--- src/rtl/deframer_d_demux.sv ---
// Receive deframer: aligns on COM, strips framing, emits payload with sop/eop.
// Optional DEFRAMER_STATS_EN adds saturating packet/error counters.
module deframer_d_demux #(
  parameter int MAX_LEN = 16
) (
  input  logic       clk,
  input  logic       reset,
  input  logic       valid,
  input  logic [7:0] data,
  output logic       out_valid,
  output logic [7:0] out_data,
  output logic       out_sop,
  output logic       out_eop,
  output logic       out_type,
  output logic [7:0] out_len,
`ifdef DEFRAMER_STATS_EN
  output logic [15:0] pkt_count,
  output logic [15:0] err_count,
`endif
  output logic       out_err
);

  localparam logic [7:0] COM = 8'hbc;
  localparam logic [7:0] SKP = 8'h1c;
  localparam logic [7:0] STP = 8'hfb;
  localparam logic [7:0] SDP = 8'h5c;
  localparam logic [7:0] ENDS = 8'hfd;
  localparam logic [7:0] IDL = 8'h7c;
  localparam logic [7:0] MAXL = 8'(MAX_LEN);

  typedef enum logic [1:0] {
    ALIGN, READY, PAYLOAD, DISCARD
  } state_t;

  state_t     st, st_n;
  logic [7:0] len, len_n;
  logic [7:0] hold, hold_n;
  logic       hv, hv_n;
  logic       first, first_n;
  logic       typ, typ_n;
  logic       ov_n, sop_n, eop_n, err_n, ot_n;
  logic [7:0] od_n, ol_n;
  logic       ctrl;

  assign ctrl = (data == COM) || (data == SKP) ||
                (data == STP) || (data == SDP) ||
                (data == ENDS) || (data == IDL);

  // Next-state, hold register and output decode
  always_comb begin
    st_n    = st;
    len_n   = len;
    hold_n  = hold;
    hv_n    = hv;
    first_n = first;
    typ_n   = typ;
    ov_n    = 1'b0;
    sop_n   = 1'b0;
    eop_n   = 1'b0;
    err_n   = 1'b0;
    od_n    = out_data;
    ot_n    = out_type;
    ol_n    = out_len;
    if (valid) begin
      unique case (st)
        ALIGN: begin
          if (data == COM) st_n = READY;
        end
        READY: begin
          if (data == STP || data == SDP) begin
            st_n    = PAYLOAD;
            typ_n   = (data == SDP);
            len_n   = 8'd0;
            hv_n    = 1'b0;
            first_n = 1'b1;
          end else if (data == ENDS || !ctrl) begin
            err_n = 1'b1;
          end
        end
        PAYLOAD: begin
          if (!ctrl) begin
            if (len == MAXL) begin
              err_n = 1'b1;
              hv_n  = 1'b0;
              st_n  = DISCARD;
            end else begin
              len_n  = len + 8'd1;
              hold_n = data;
              hv_n   = 1'b1;
              if (hv) begin
                ov_n    = 1'b1;
                od_n    = hold;
                sop_n   = first;
                ot_n    = typ;
                first_n = 1'b0;
              end
            end
          end else if (data == SKP) begin
            st_n = PAYLOAD;
          end else if (data == ENDS) begin
            if (len != 8'd0) begin
              ov_n  = 1'b1;
              od_n  = hold;
              sop_n = first;
              eop_n = 1'b1;
              ot_n  = typ;
              ol_n  = len;
            end else begin
              err_n = 1'b1;
            end
            hv_n = 1'b0;
            st_n = READY;
          end else begin
            err_n = 1'b1;
            hv_n  = 1'b0;
            st_n  = READY;
          end
        end
        DISCARD: begin
          if (data == ENDS || data == COM) st_n = READY;
        end
        default: st_n = ALIGN;
      endcase
    end
  end

  // State, hold and registered outputs
  always_ff @(posedge clk) begin
    if (reset) begin
      st        <= ALIGN;
      len       <= 8'd0;
      hold      <= 8'd0;
      hv        <= 1'b0;
      first     <= 1'b0;
      typ       <= 1'b0;
      out_valid <= 1'b0;
      out_data  <= 8'd0;
      out_sop   <= 1'b0;
      out_eop   <= 1'b0;
      out_type  <= 1'b0;
      out_len   <= 8'd0;
      out_err   <= 1'b0;
    end else begin
      st        <= st_n;
      len       <= len_n;
      hold      <= hold_n;
      hv        <= hv_n;
      first     <= first_n;
      typ       <= typ_n;
      out_valid <= ov_n;
      out_data  <= od_n;
      out_sop   <= sop_n;
      out_eop   <= eop_n;
      out_type  <= ot_n;
      out_len   <= ol_n;
      out_err   <= err_n;
    end
  end

`ifdef DEFRAMER_STATS_EN
  // Saturating packet and error counters
  always_ff @(posedge clk) begin
    if (reset) begin
      pkt_count <= 16'd0;
      err_count <= 16'd0;
    end else begin
      if (eop_n && pkt_count != 16'hffff)
        pkt_count <= pkt_count + 16'd1;
      if (err_n && err_count != 16'hffff)
        err_count <= err_count + 16'd1;
    end
  end
`endif

endmodule

--- config.mk ---
export PLATFORM = sky130hd
export DESIGN_NAME = deframer_d_demux
export DESIGN_NICKNAME = d
export VERILOG_FILES = /design/src/rtl/deframer_d_demux.sv
export SDC_FILE = /design/constraint.sdc
export NUM_CORES = 1
export LEC_CHECK = 0
export ABC_AREA = 1
export ABC_CLOCK_PERIOD_IN_PS = 1610
export CORE_AREA = 2 2 51 101
export DETAILED_ROUTE_END_ITERATION = 12
export DIE_AREA = 0 0 53 103
export PLACE_DENSITY_LB_ADDON = 0.08
export SYNTH_ARGS = -nofsm -noshare
export SYNTH_HDL_FRONTEND = slang
export SYNTH_SLANG_ARGS = --single-unit
--- constraint.sdc ---
create_clock -name clk -period 1.61 [get_ports clk]
set_input_delay 0.161 -clock clk [delete_from_list [all_inputs] [get_ports clk]]
set_output_delay 0.161 -clock clk [all_outputs]
set_load 0.02 [all_outputs]
# Word-level counts from Yosys, hierarchy flattened

Index checks and enable logic that the tools add are counted.

Add/subtract/negate cells: 1
Equal/unequal tests: 22
Muxes and demuxes: 53
Bitwise gates (word level): 5
Reductions and logical operators: 24

Operators with widths:

| cell                                          | number |
|---|---|
| two-way mux 8 bit                             | 9 |
| two-way mux 1 bit                             | 33 |
| == test 8 bit, second input constant          | 3 |
| == test 8 x 5 -> 1 bit, second input constant | 2 |
| == test 8 x 7 -> 1 bit, second input constant | 2 |
| != test 2 bit, second input constant          | 8 |
| one-hot mux 8 bit (2 select lines)            | 1 |
| two-way mux 2 bit                             | 6 |
| AND reduction 6 bit                           | 2 |
| AND reduction 5 bit                           | 2 |
| adder 8 x 1 -> 8 bit, second input constant   | 1 |
| logical OR 1 bit                              | 8 |
| one-hot mux 2 bit (4 select lines)            | 1 |
| AND reduction 4 bit                           | 2 |
| nonzero test 8 bit                            | 1 |
| AND reduction 7 bit                           | 1 |
| != test 3 bit, second input constant          | 2 |
| one-hot mux 1 bit (2 select lines)            | 3 |
| inverter 1 bit                                | 5 |
| == test 2 bit, second input constant          | 2 |
| != test 2 x 1 -> 1 bit, second input constant | 2 |
| nonzero test 2 bit                            | 2 |
| OR reduction 4 bit                            | 1 |
| AND reduction 3 bit                           | 1 |
| 5 further kinds                               | 5 |

Bits in registers: 42
Input bits: 11
Output and inout port bits: 21
Logic and storage cells: 118

# Depth between registers and ports, before layout

Gate-level depths: netlist of run 1.

Depth after elaboration: 11
Mapped depth: 13
Gate-level depth less buffers: 11

# Least setup slack after synthesis of run 1

No wires, ideal clock.

Kind: register to register
Start point: register st[0]
End point: register out_data[3]
Setup time: 0.112 ns
Arrival time: 1.519 ns
Data required time: 1.498 ns
Slack: -0.021 ns
Stages on the path, launching flop included: 14
Period minus slack after synthesis: 1.631 ns
Cell sequence: dfxtp_1 -> inv_1 -> ha_1 -> buf_4 -> nand2_1 -> inv_2 -> nand2_1 -> nor2_1 -> nand4_4 -> nand2_4 -> buf_12 -> nand2_4 -> nand2_2 -> nor2_2

Longest elaborated chain between the ends: 2

RTL lines:

| element                       | RTL line | RTL |
|---|---|---|
| start, declared               | 35       | `state_t st, st_n;` |
| start signal, assigned        | 144      | `st <= st_n;` |
| == test 2 bit                 | 65       | `unique case (st)` |
| AND reduction 7 bit (no line) | --       |  |
| end signal, assigned          | 151      | `out_data <= od_n;` |
| end, declared                 | 11       | `output logic [7:0] out_data,` |

No other way between the ends.
A chain may end at the register's enable or synchronous reset.

# Worst setup path in the final report of run 1

Start point: register len[0]
End point: register out_data[0]

Longest elaborated chain between the ends: 3
Elaborated cells between the ends (all ways): 5

RTL lines:

| element                                                           | RTL line | RTL |
|---|---|---|
| start, declared                                                   | 36       | `logic [7:0] len, len_n;` |
| start signal, assigned                                            | 145      | `len <= len_n;` |
| == test 8 x 5 -> 1 bit or nonzero test 8 bit (tied branches)      | 82, 101  |  |
| != test 2 bit (no line) or != test 2 x 1 -> 1 bit (tied branches) | --       |  |
| AND reduction 7 bit (no line) *                                   | --       |  |

Every way passes the cells marked *; elsewhere a longest branch is shown, timed or not.

==> results of run 1 <==
-- layout make-up --
| class | count | area (sq um) | share of cell area |
|---|---|---|---|
| multi-input combinational | 217 | 1290 | 0.419 |
| sequential | 42 | 845 | 0.275 |
| clock buffer | 6 | 82.6 | 0.0269 |
| timing repair buffer | 63 | 599 | 0.195 |
| tap | 57 | 71.3 | 0.0232 |
| clock inverter | 1 | 30.0 | 0.00977 |
| inverter | 38 | 153 | 0.0497 |
| timing repair inverter | 1 | 6.26 | 0.00204 |
-- metal layers --
| layer | part of all wire | global-route usage |
|---|---|---|
| met1 | 0.42 | 0.238 |
| met2 | 0.53 | 0.314 |
| met3 | 0.032 | 0.0464 |
| met4 | 0.016 | 0.0868 |
| met5 | 0 | 0 |
-- per-stage QoR --
stage	total power (W)	cells
finish	0.00219	425
detailed placement	0.00135	410
CTS	0.00220	417
floorplan	0.00125	305
global route	0.00230	425
global placement	0.00134	410
-- worst min path at each step --
stage,to,slack (ns),depth (start not counted)
floorplan,len[5]$_SDFFE_PP0P_,0.22,1
CTS,hold[1]$_SDFFE_PP0P_,0.46,2
global route,hold[5]$_SDFFE_PP0P_,0.25,3
detailed placement,hold[7]$_SDFFE_PP0P_,0.45,2
finish,hold[1]$_SDFFE_PP0P_,0.24,3
global placement,hold[6]$_SDFFE_PP0P_,0.44,2
-- where the power goes --
part	total (W)	switching, W	internal [W]	leakage (nW)
logic	0.000282	0.000160	0.000121	0.985
clock network	0.000848	0.000352	0.000496	0.0573
registers	0.00106	0.00000791	0.00106	0.340
total	0.00219	0.000520	0.00167	1.38
-- worst min-delay path: stages --
cell	delay, ns
dlymetal6s2s_1	0.12
o21ai_0	0.11
a21oi_1	0.11
-- sequential cells by signal, summed over array words and instances, names as in the netlist --
signal and cells:
st 2, out_err 1, out_type 1, len 8
out_sop 1, hold 8, out_data 8, first 1
hv 1, out_eop 1, out_valid 1, typ 1
out_len 8
-- what timing repair did --
item / CTS / global route
resized for setup: 3 / 36
setup endpoints to repair: 15 / 35
cloned: 0 / 3
buffers inserted: 0 / 5
hold buffers: 0 / 0
pin swaps: 0 / 14
-- cell families (layout without fill, tap and decap cells) --
logic type	after synthesis	in the layout	synth area share
AO/OA/AOI/OAI	48	48	0.110
buffers and inverters	48	109	0.102
flip-flops	42	42	0.374
AND/OR/NAND/NOR	158	160	0.370
adder cells (fa/ha/maj)	6	6	0.0334
XOR/XNOR	3	3	0.0117
-- cell usage in the layout, fill, tap and decap left out, types with 2 or more instances in the layout --
| master | n |
|---|---|
| clkbuf_8 | 6 |
| dfxtp_2 | 3 |
| o21ai_0 | 13 |
| dfxtp_1 | 39 |
| nand3_1 | 16 |
| a21oi_1 | 28 |
| nor2_4 | 2 |
| buf_4 | 29 |
| ha_1 | 4 |
| nor2_2 | 17 |
| inv_2 | 5 |
| nor2_1 | 33 |
| nand4_1 | 2 |
| clkdlybuf4s50_1 | 23 |
| nand2_4 | 7 |
| buf_12 | 2 |
| xor2_1 | 2 |
| nor3_1 | 2 |
| nand3_2 | 3 |
| nand2_1 | 56 |
| nand2_8 | 2 |
| nand4_4 | 2 |
| o21ai_1 | 4 |
| inv_1 | 31 |
| dlymetal6s2s_1 | 8 |
| nand2_2 | 11 |
| inv_4 | 2 |
| nor2_8 | 2 |
==> flow_metrics.env, run 1 <==
export IMPL_status="complete, no violations"
export IMPL_path_class="flip-flop to flip-flop"
export IMPL_yosysWarnings=0
export IMPL_nNetsFinal=385
export IMPL_worst_clock_skew_ns=0.00712
export IMPL_worst_pin_slew_ns=0.259
export IMPL_maxCapViolCount=0
export IMPL_cp_common_cell="nor2_2"
export IMPL_synth_common_cells="nand2_1 (58), dfxtp_1 (42), nor2_1 (39)"
export IMPL_crit_start="len[0]$_SDFFE_PP0P_"
export IMPL_arrival_ns=1.71
export IMPL_hold_start="data[1]"
export IMPL_grt_pass1_wl_mm=7.96
export IMPL_dp_slack_ns=-0.250
export IMPL_synth_edf_count=0
export IMPL_synth_largest_area_cell="dfxtp_1"
export IMPL_crit_buf_inv=2
export IMPL_endpoint="out_data[0]$_SDFFE_PP0P_"
export IMPL_yosysSeqAreaShare=0.374
export IMPL_tritoncts="built"
export IMPL_cts_max_level=2
export IMPL_max_slew_margin_rel=0.827
export IMPL_worstPathCellList="inv_1, ha_2, nand3_2, nor3_4, nor2_2, nand3_4, buf_12, nand2_8, nor2_2, nor2_1"
export IMPL_synthesis_nets=322
export IMPL_diodes=0
export IMPL_setup_ws_ns=0.0905
export IMPL_start_util=0.476
export IMPL_grt_pass1_vias=1839
export IMPL_grt_max_degree=21
export IMPL_dpl_cell_area_sq_mm=0.00277
export IMPL_syn_mean_instance_area_sq_um=7.38
export IMPL_end_kind="flip-flop"
export IMPL_synth_ff_type="dfxtp_1"
export IMPL_drt_antenna_violating_nets=0
export IMPL_fillerInstances=435
export IMPL_r2r_slack_ns=0.09
export IMPL_fin_crit_ns=1.52
export IMPL_yosysTopAreaCellShare=0.374
export IMPL_whs_ns=0.238
export IMPL_dp_hpwl_mm=3.62
export IMPL_root_buffer="clkbuf_8"
export IMPL_cts_sinks=42
export IMPL_grtUsageTotal=0.194
export IMPL_hold_viol_final=0
export IMPL_die_y_um=103
export IMPL_synth_most_common_cell="nand2_1"
export IMPL_cts_inserted_buffers=5
export IMPL_max_freq_mhz=658
export IMPL_synth_seq_cells=42
export IMPL_ys_top_cells_by_area="dfxtp_1 (37%), nand2_1 (9.7%), nor2_1 (6.5%), a21oi_1 (6.2%), inv_1 (5.7%)"
export IMPL_drive_gt1_frac=0.277
export IMPL_r2r_start="len[0]$_SDFFE_PP0P_"
export IMPL_synth_cell_type_count=32
export IMPL_wire_per_inst_um=12.0
export IMPL_synthesis_area_sq_mm=0.00225
export IMPL_final_setup_viol_count=0
export IMPL_antenna_found_initial=0
export IMPL_powerDensity_mw_per_mm2=713
export IMPL_cts_buffer_depth=2
export IMPL_clock_latency_ns=0.30
export IMPL_finish_instance_area_sq_mm=0.00307
export IMPL_p_leak_nw=1.38
export IMPL_overflow=0
export IMPL_critPathMaxFanout=9
export IMPL_critPathMaxStageDelay_ns=0.32
export IMPL_drc=0
export IMPL_report_final_slew_viol_count=0
export IMPL_cp_top_family="simple AND/OR/NAND/NOR gates"
export IMPL_drt_pass1_iterations=4
export IMPL_dieArea_sq_mm=0.00546
export IMPL_setup_tns_ns=0
export IMPL_io_pins=32
export IMPL_via_count=2075
export IMPL_wirelength_mm=5.12
export IMPL_syn2layout_area_growth_pct=36.6
export IMPL_async_flop_share=0
export IMPL_die_w_um=53
export IMPL_io_buffer_count=31
export IMPL_drt_vias_per_instance=4.88
export IMPL_final_core_util=0.650
export IMPL_crit_required_ns=1.80
export IMPL_netlist_instances=305
export IMPL_gp_congestion=0.864
export IMPL_start_kind="flip-flop"
export IMPL_reg2regPathDepth=10
export IMPL_finalCritPeriodShare=0.944
export IMPL_ir_drop_uv=790
export IMPL_drtIter0Drc=40
export IMPL_rsz0062_at_grt="true"
export IMPL_core_area_sq_mm=0.00473
export IMPL_rows=36
export IMPL_hold_class="primary input to flip-flop"
export IMPL_r2r_end="out_data[0]$_SDFFE_PP0P_"
export IMPL_cts_clk_slew_worst_paths_ns=0.07
export IMPL_slowest_stage="dfxtp_2"
export IMPL_path_depth=10
Power figures use the tool's default switching activity.
==> run 2: changes to the inputs <==
--- a/config.mk
+++ b/config.mk
@@ -7,10 +7,13 @@
 export LEC_CHECK = 0
 export ABC_AREA = 1
 export ABC_CLOCK_PERIOD_IN_PS = 1610
+export CAP_MARGIN = 20
 export CORE_AREA = 2 2 51 101
 export DETAILED_ROUTE_END_ITERATION = 12
 export DIE_AREA = 0 0 53 103
+export MAX_ROUTING_LAYER = met4
 export PLACE_DENSITY_LB_ADDON = 0.08
+export RECOVER_POWER = 50
 export SYNTH_ARGS = -nofsm -noshare
 export SYNTH_HDL_FRONTEND = slang
 export SYNTH_SLANG_ARGS = --single-unit
==> flow_metrics.env, run 2 (synthesized netlist as in run 1, its figures left out) <==
export IMPL_root_buffer="clkbuf_8"
export IMPL_p_leak_nw=1.43
export IMPL_drive_gt1_frac=0.305
export IMPL_drt_vias_per_instance=4.96
export IMPL_cts_inserted_buffers=5
export IMPL_r2r_slack_ns=-0.02
export IMPL_setup_tns_ns=-0.0179
export IMPL_syn2layout_area_growth_pct=41.6
export IMPL_nNetsFinal=393
export IMPL_critPathMaxFanout=5
export IMPL_path_depth=11
export IMPL_cts_clk_slew_worst_paths_ns=0.08
export IMPL_start_kind="flip-flop"
export IMPL_layout_commonest_cell="nand2_1"
export IMPL_violations="negative setup slack"
export IMPL_wirelength_mm=5.46
export IMPL_worstPathCellList="inv_2, ha_4, nand3_4, nor3_4, nor2_4, nand3_4, buf_6, nand2_8, buf_6, nor2_2, nor2_1"
export IMPL_dieArea_sq_mm=0.00546
export IMPL_maxCapViolCount=0
export IMPL_gp_congestion=0.874
export IMPL_end_kind="flip-flop"
export IMPL_via_count=2151
export IMPL_worst_clock_skew_ns=0.00590
export IMPL_dp_slack_ns=-0.283
export IMPL_cts_hold_buffers_added=0
export IMPL_ir_drop_uv=547
export IMPL_slowest_stage="dfxtp_2"
export IMPL_report_final_slew_viol_count=0
export IMPL_io_pins=32
export IMPL_overflow=0
export IMPL_die_w_um=53
export IMPL_grt_pass1_vias=1882
export IMPL_final_setup_viol_count=1
export IMPL_layout_common_cells="nand2_1 (56), dfxtp_1 (36), nor2_1 (33), buf_4 (33), inv_1 (30)"
export IMPL_antenna_found_initial=0
export IMPL_grt_pass1_wl_mm=8.15
export IMPL_drt_pass1_iterations=4
export IMPL_crit_buf_inv=3
export IMPL_reg2regPathDepth=11
export IMPL_wire_per_inst_um=12.6
export IMPL_cts_buffer_depth=2
export IMPL_grt_max_degree=21
export IMPL_setup_ws_ns=-0.0179
export IMPL_cp_top_family="simple AND/OR/NAND/NOR gates"
export IMPL_hold_viol_final=0
export IMPL_crit_required_ns=1.82
export IMPL_status="finished with violations"
export IMPL_cts_sinks=42
export IMPL_finalCritPeriodShare=1.01
export IMPL_worst_pin_slew_ns=0.251
export IMPL_finish_instance_area_sq_mm=0.00319
export IMPL_drt_antenna_violating_nets=0
export IMPL_path_class="flip-flop to flip-flop"
export IMPL_start_util=0.476
export IMPL_clock_latency_ns=0.31
export IMPL_critPathMaxStageDelay_ns=0.33
export IMPL_drc=0
export IMPL_max_freq_mhz=614
export IMPL_drtIter0Drc=50
export IMPL_tritoncts="built"
export IMPL_rsz0062_at_grt="true"
export IMPL_cts_max_level=2
export IMPL_rows=36
export IMPL_diodes=0
export IMPL_grtUsageTotal=0.206
export IMPL_powerDensity_mw_per_mm2=639
export IMPL_die_y_um=103
export IMPL_core_area_sq_mm=0.00473
export IMPL_dpl_cell_area_sq_mm=0.00276
export IMPL_hold_class="primary input to flip-flop"
export IMPL_whs_path_depth=3
export IMPL_fin_crit_ns=1.63
export IMPL_io_buffer_count=31
export IMPL_arrival_ns=1.84
export IMPL_dp_hpwl_mm=3.65
export IMPL_max_slew_margin_rel=0.833
## run 2: cell count changes in the layout (fill, tap and decap cells not counted), sizes merged
| cell | before | now |
|---|---|---|
| buf | 32 | 40 |
| clkinv | 0 | 2 |
| bufinv | 1 | 0 |
| clkbuf | 6 | 5 |
| clkinvlp | 0 | 1 |
| inv | 39 | 38 |
| nand2 | 76 | 77 |
## run 2: metrics by stage
step                cells  hold slack (ns)  utilization  power [W]
finish                434            0.205        0.674    0.00204
detailed placement    409            0.445        0.583    0.00135
floorplan             305            0.223            -    0.00125
CTS                   417            0.456        0.606    0.00203
global placement      409            0.441        0.583    0.00134
global route          434            0.252        0.674    0.00212
## run 2: cell type report
cell class	instances	area, sq um
clock buffer	5	68.8
clock inverter	3	21.3
inverter	38	153
sequential	42	848
multi-input combinational	218	1350
tap	57	71.3
fill	423	1540
timing repair buffer	71	674
## run 2: report_power, final
group | leakage [nW] | internal, W | switching (W)
Clock | 0.0441 | 0.000304 | 0.000379
Sequential | 0.341 | 0.00106 | 0.00000799
Combinational | 1.05 | 0.000125 | 0.000164
## run 2: final timing paths
| check | endpoint | start |
|---|---|---|
| setup / recovery | out_type$_SDFFE_PP0P_ | len[1]$_SDFFE_PP0P_ |
| setup reg to reg | out_type$_SDFFE_PP0P_ | len[1]$_SDFFE_PP0P_ |
| hold reg to reg | hold[5]$_SDFFE_PP0P_ | hold[5]$_SDFFE_PP0P_ |
| hold / removal | hold[1]$_SDFFE_PP0P_ | data[1] |
## run 2: layer usage
metal | wire (um) | part of all wire | vias up | track usage
li1 | - | - | 1107 | -
met1 | 2340 | 0.43 | 984 | 0.248
met2 | 2790 | 0.51 | 47 | 0.319
met3 | 193 | 0.035 | 13 | 0.0406
met4 | 148 | 0.027 | 0 | 0.105
met5 | 0 | 0 | - | -
## run 2: what timing repair did
item	4_1_cts	5_1_grt
setup buffers	0	14
endpoints found under the setup margin	18	36
pin swaps	1	13
cloned	0	3
gates resized for setup	4	52
## run 2: worst register-to-register path, stage by stage (launching register included)
cell	delay [ns]
dfxtp_2	0.33
inv_2	0.08
ha_4	0.15
nand3_4	0.09
nor3_4	0.24
nor2_4	0.08
nand3_4	0.14
buf_6	0.15
nand2_8	0.06
buf_6	0.11
nor2_2	0.06
nor2_1	0.04
==> run 3: changes to the inputs <==
--- a/config.mk
+++ b/config.mk
@@ -11,6 +11,7 @@
 export CORE_AREA = 2 2 51 101
 export DETAILED_ROUTE_END_ITERATION = 12
 export DIE_AREA = 0 0 53 103
+export GPL_ROUTABILITY_DRIVEN = 0
 export MAX_ROUTING_LAYER = met4
 export PLACE_DENSITY_LB_ADDON = 0.08
 export RECOVER_POWER = 50
==> flow_metrics.env, run 3 (synthesized netlist as in run 1, its figures left out) <==
export IMPL_status="complete, no violations"
export IMPL_cts_clk_slew_worst_paths_ns=0.08
export IMPL_diodes=0
export IMPL_report_final_slew_viol_count=0
export IMPL_drc=0
export IMPL_crit_required_ns=1.80
export IMPL_maxCapViolCount=0
export IMPL_final_setup_viol_count=0
export IMPL_fin_crit_ns=1.52
export IMPL_io_pins=32
export IMPL_crit_buf_inv=3
export IMPL_hold_start="data[5]"
export IMPL_die_y_um=103
export IMPL_cts_hold_buffers_added=0
export IMPL_drt_pass1_iterations=4
export IMPL_via_count=2067
export IMPL_cp_top_family="simple AND/OR/NAND/NOR gates"
export IMPL_root_buffer="clkbuf_8"
export IMPL_wirelength_mm=5.11
export IMPL_drtIter0Drc=36
export IMPL_end_kind="flip-flop"
export IMPL_setup_ws_ns=0.0878
export IMPL_io_buffer_count=31
export IMPL_hold_class="primary input to flip-flop"
export IMPL_grt_pass1_vias=1839
export IMPL_antenna_found_initial=0
export IMPL_powerDensity_mw_per_mm2=714
export IMPL_arrival_ns=1.71
export IMPL_setup_tns_ns=0
export IMPL_dp_slack_ns=-0.250
export IMPL_cts_buffer_depth=2
export IMPL_layout_commonest_cell="nand2_1"
export IMPL_p_leak_nw=1.46
export IMPL_final_core_util=0.650
export IMPL_start_util=0.476
export IMPL_crit_start="len[0]$_SDFFE_PP0P_"
export IMPL_drt_vias_per_instance=4.86
export IMPL_grt_max_degree=21
export IMPL_overflow=0
export IMPL_drive_gt1_frac=0.277
export IMPL_dpl_cell_area_sq_mm=0.00277
export IMPL_max_slew_margin_rel=0.828
export IMPL_wire_per_inst_um=12.0
export IMPL_finish_instance_area_sq_mm=0.00307
export IMPL_drt_antenna_violating_nets=0
export IMPL_cts_sinks=42
export IMPL_r2r_start="len[0]$_SDFFE_PP0P_"
export IMPL_cts_max_level=2
export IMPL_rsz0062_at_grt="true"
export IMPL_critPathMaxFanout=8
export IMPL_worstPathCellList="inv_1, ha_2, nand3_2, nor3_4, nor2_2, nand3_4, buf_12, inv_8, o21ai_0, a21oi_1"
export IMPL_start_kind="flip-flop"
export IMPL_ff_latch_area_sq_um=845
export IMPL_worst_clock_skew_ns=0.00681
export IMPL_slowest_stage="dfxtp_2"
export IMPL_layout_common_cells="nand2_1 (56), dfxtp_1 (39), nor2_1 (33)"
export IMPL_fillerInstances=435
export IMPL_path_class="flip-flop to flip-flop"
export IMPL_max_freq_mhz=657
export IMPL_dieArea_sq_mm=0.00546
export IMPL_cts_inserted_buffers=5
export IMPL_clock_latency_ns=0.30
export IMPL_worst_pin_slew_ns=0.258
export IMPL_hold_viol_final=0
export IMPL_rows=36
export IMPL_nNetsFinal=385
export IMPL_critPathMaxStageDelay_ns=0.32
export IMPL_tritoncts="built"
export IMPL_grtUsageTotal=0.199
export IMPL_syn2layout_area_growth_pct=36.6
export IMPL_dp_hpwl_mm=3.62
export IMPL_die_w_um=53
export IMPL_grt_pass1_wl_mm=7.96
export IMPL_ir_drop_uv=791
export IMPL_core_area_sq_mm=0.00473
export IMPL_finalCritPeriodShare=0.945
export IMPL_multi_input_area_sq_mm=0.00129
==> run 3: cell types whose count changed in the layout (fill, tap and decap cells not counted), moves of 2 or more <==
cell	previous run	this run
clkdlybuf4s50_1	23	2
dlygate4sd3_1	0	21
buf_4	33	27
buf_6	5	1
nor2_2	13	17
nor2_4	6	2
dfxtp_1	36	39
dfxtp_2	6	3
clkbuf_4	0	2
==> run 3: report_power, final <==
part           total [W]  internal (W)  switching, W
combinational   0.000281      0.000121      0.000160
clock           0.000849      0.000496      0.000353
sequential       0.00106       0.00106    0.00000784
total            0.00219       0.00167      0.000521
==> run 3: area by class of cell <==
cell class | instances | share of cell area
Timing Repair inverter | 1 | 0.00204
Multi-Input combinational cell | 217 | 0.419
Timing Repair Buffer | 63 | 0.195
Clock buffer | 6 | 0.0269
Clock inverter | 1 | 0.00977
Sequential cell | 42 | 0.275
Inverter | 38 | 0.0497
Tap cell | 57 | 0.0232
==> run 3: worst reg2reg max path, stage by stage, from the launching register on <==
cell and delay [ns]:
dfxtp_2 0.32, inv_1 0.07, ha_2 0.17, nand3_2 0.10, nor3_4 0.17, nor2_2 0.09
nand3_4 0.08, buf_12 0.16, inv_8 0.05, o21ai_0 0.14, a21oi_1 0.06
==> run 3: timing repair <==
item | in CTS | in global routing
endpoints found under the hold margin | 0 | 0
pin swaps | 0 | 14
gates cloned | 0 | 3
endpoints found under the setup margin | 15 | 35
gates resized for setup | 3 | 36
setup buffers | 0 | 5
==> run 3: metal layers <==
| metal | up-vias | global-route usage | wire length [um] |
|---|---|---|---|
| met5 | - | - | 0 |
| met4 | 0 | 0.0868 | 80 |
| met3 | 5 | 0.0449 | 146 |
| met2 | 29 | 0.313 | 2720 |
| met1 | 943 | 0.240 | 2160 |
| li1 | 1090 | - | - |
==> run 3: per-stage QoR <==
stage / power, W / instances / hold slack [ns]
after global routing: 0.00230 / 425 / 0.248
after CTS: 0.00220 / 417 / 0.458
after detailed placement: 0.00135 / 410 / 0.447
after global placement: 0.00134 / 410 / 0.441
after floorplan: 0.00125 / 305 / 0.223
final: 0.00219 / 425 / 0.236
==> run 3: worst paths after layout <==
| path | endpoint | cells after the start | slack [ns] |
|---|---|---|---|
| worst max-delay path | out_len[1]$_SDFFE_PP0P_ | 10 | 0.09 |
| worst max register to register | out_len[1]$_SDFFE_PP0P_ | 10 | 0.09 |
| worst min register to register | hold[1]$_SDFFE_PP0P_ | 2 | 0.46 |
| worst min-delay path | hold[5]$_SDFFE_PP0P_ | 3 | 0.24 |
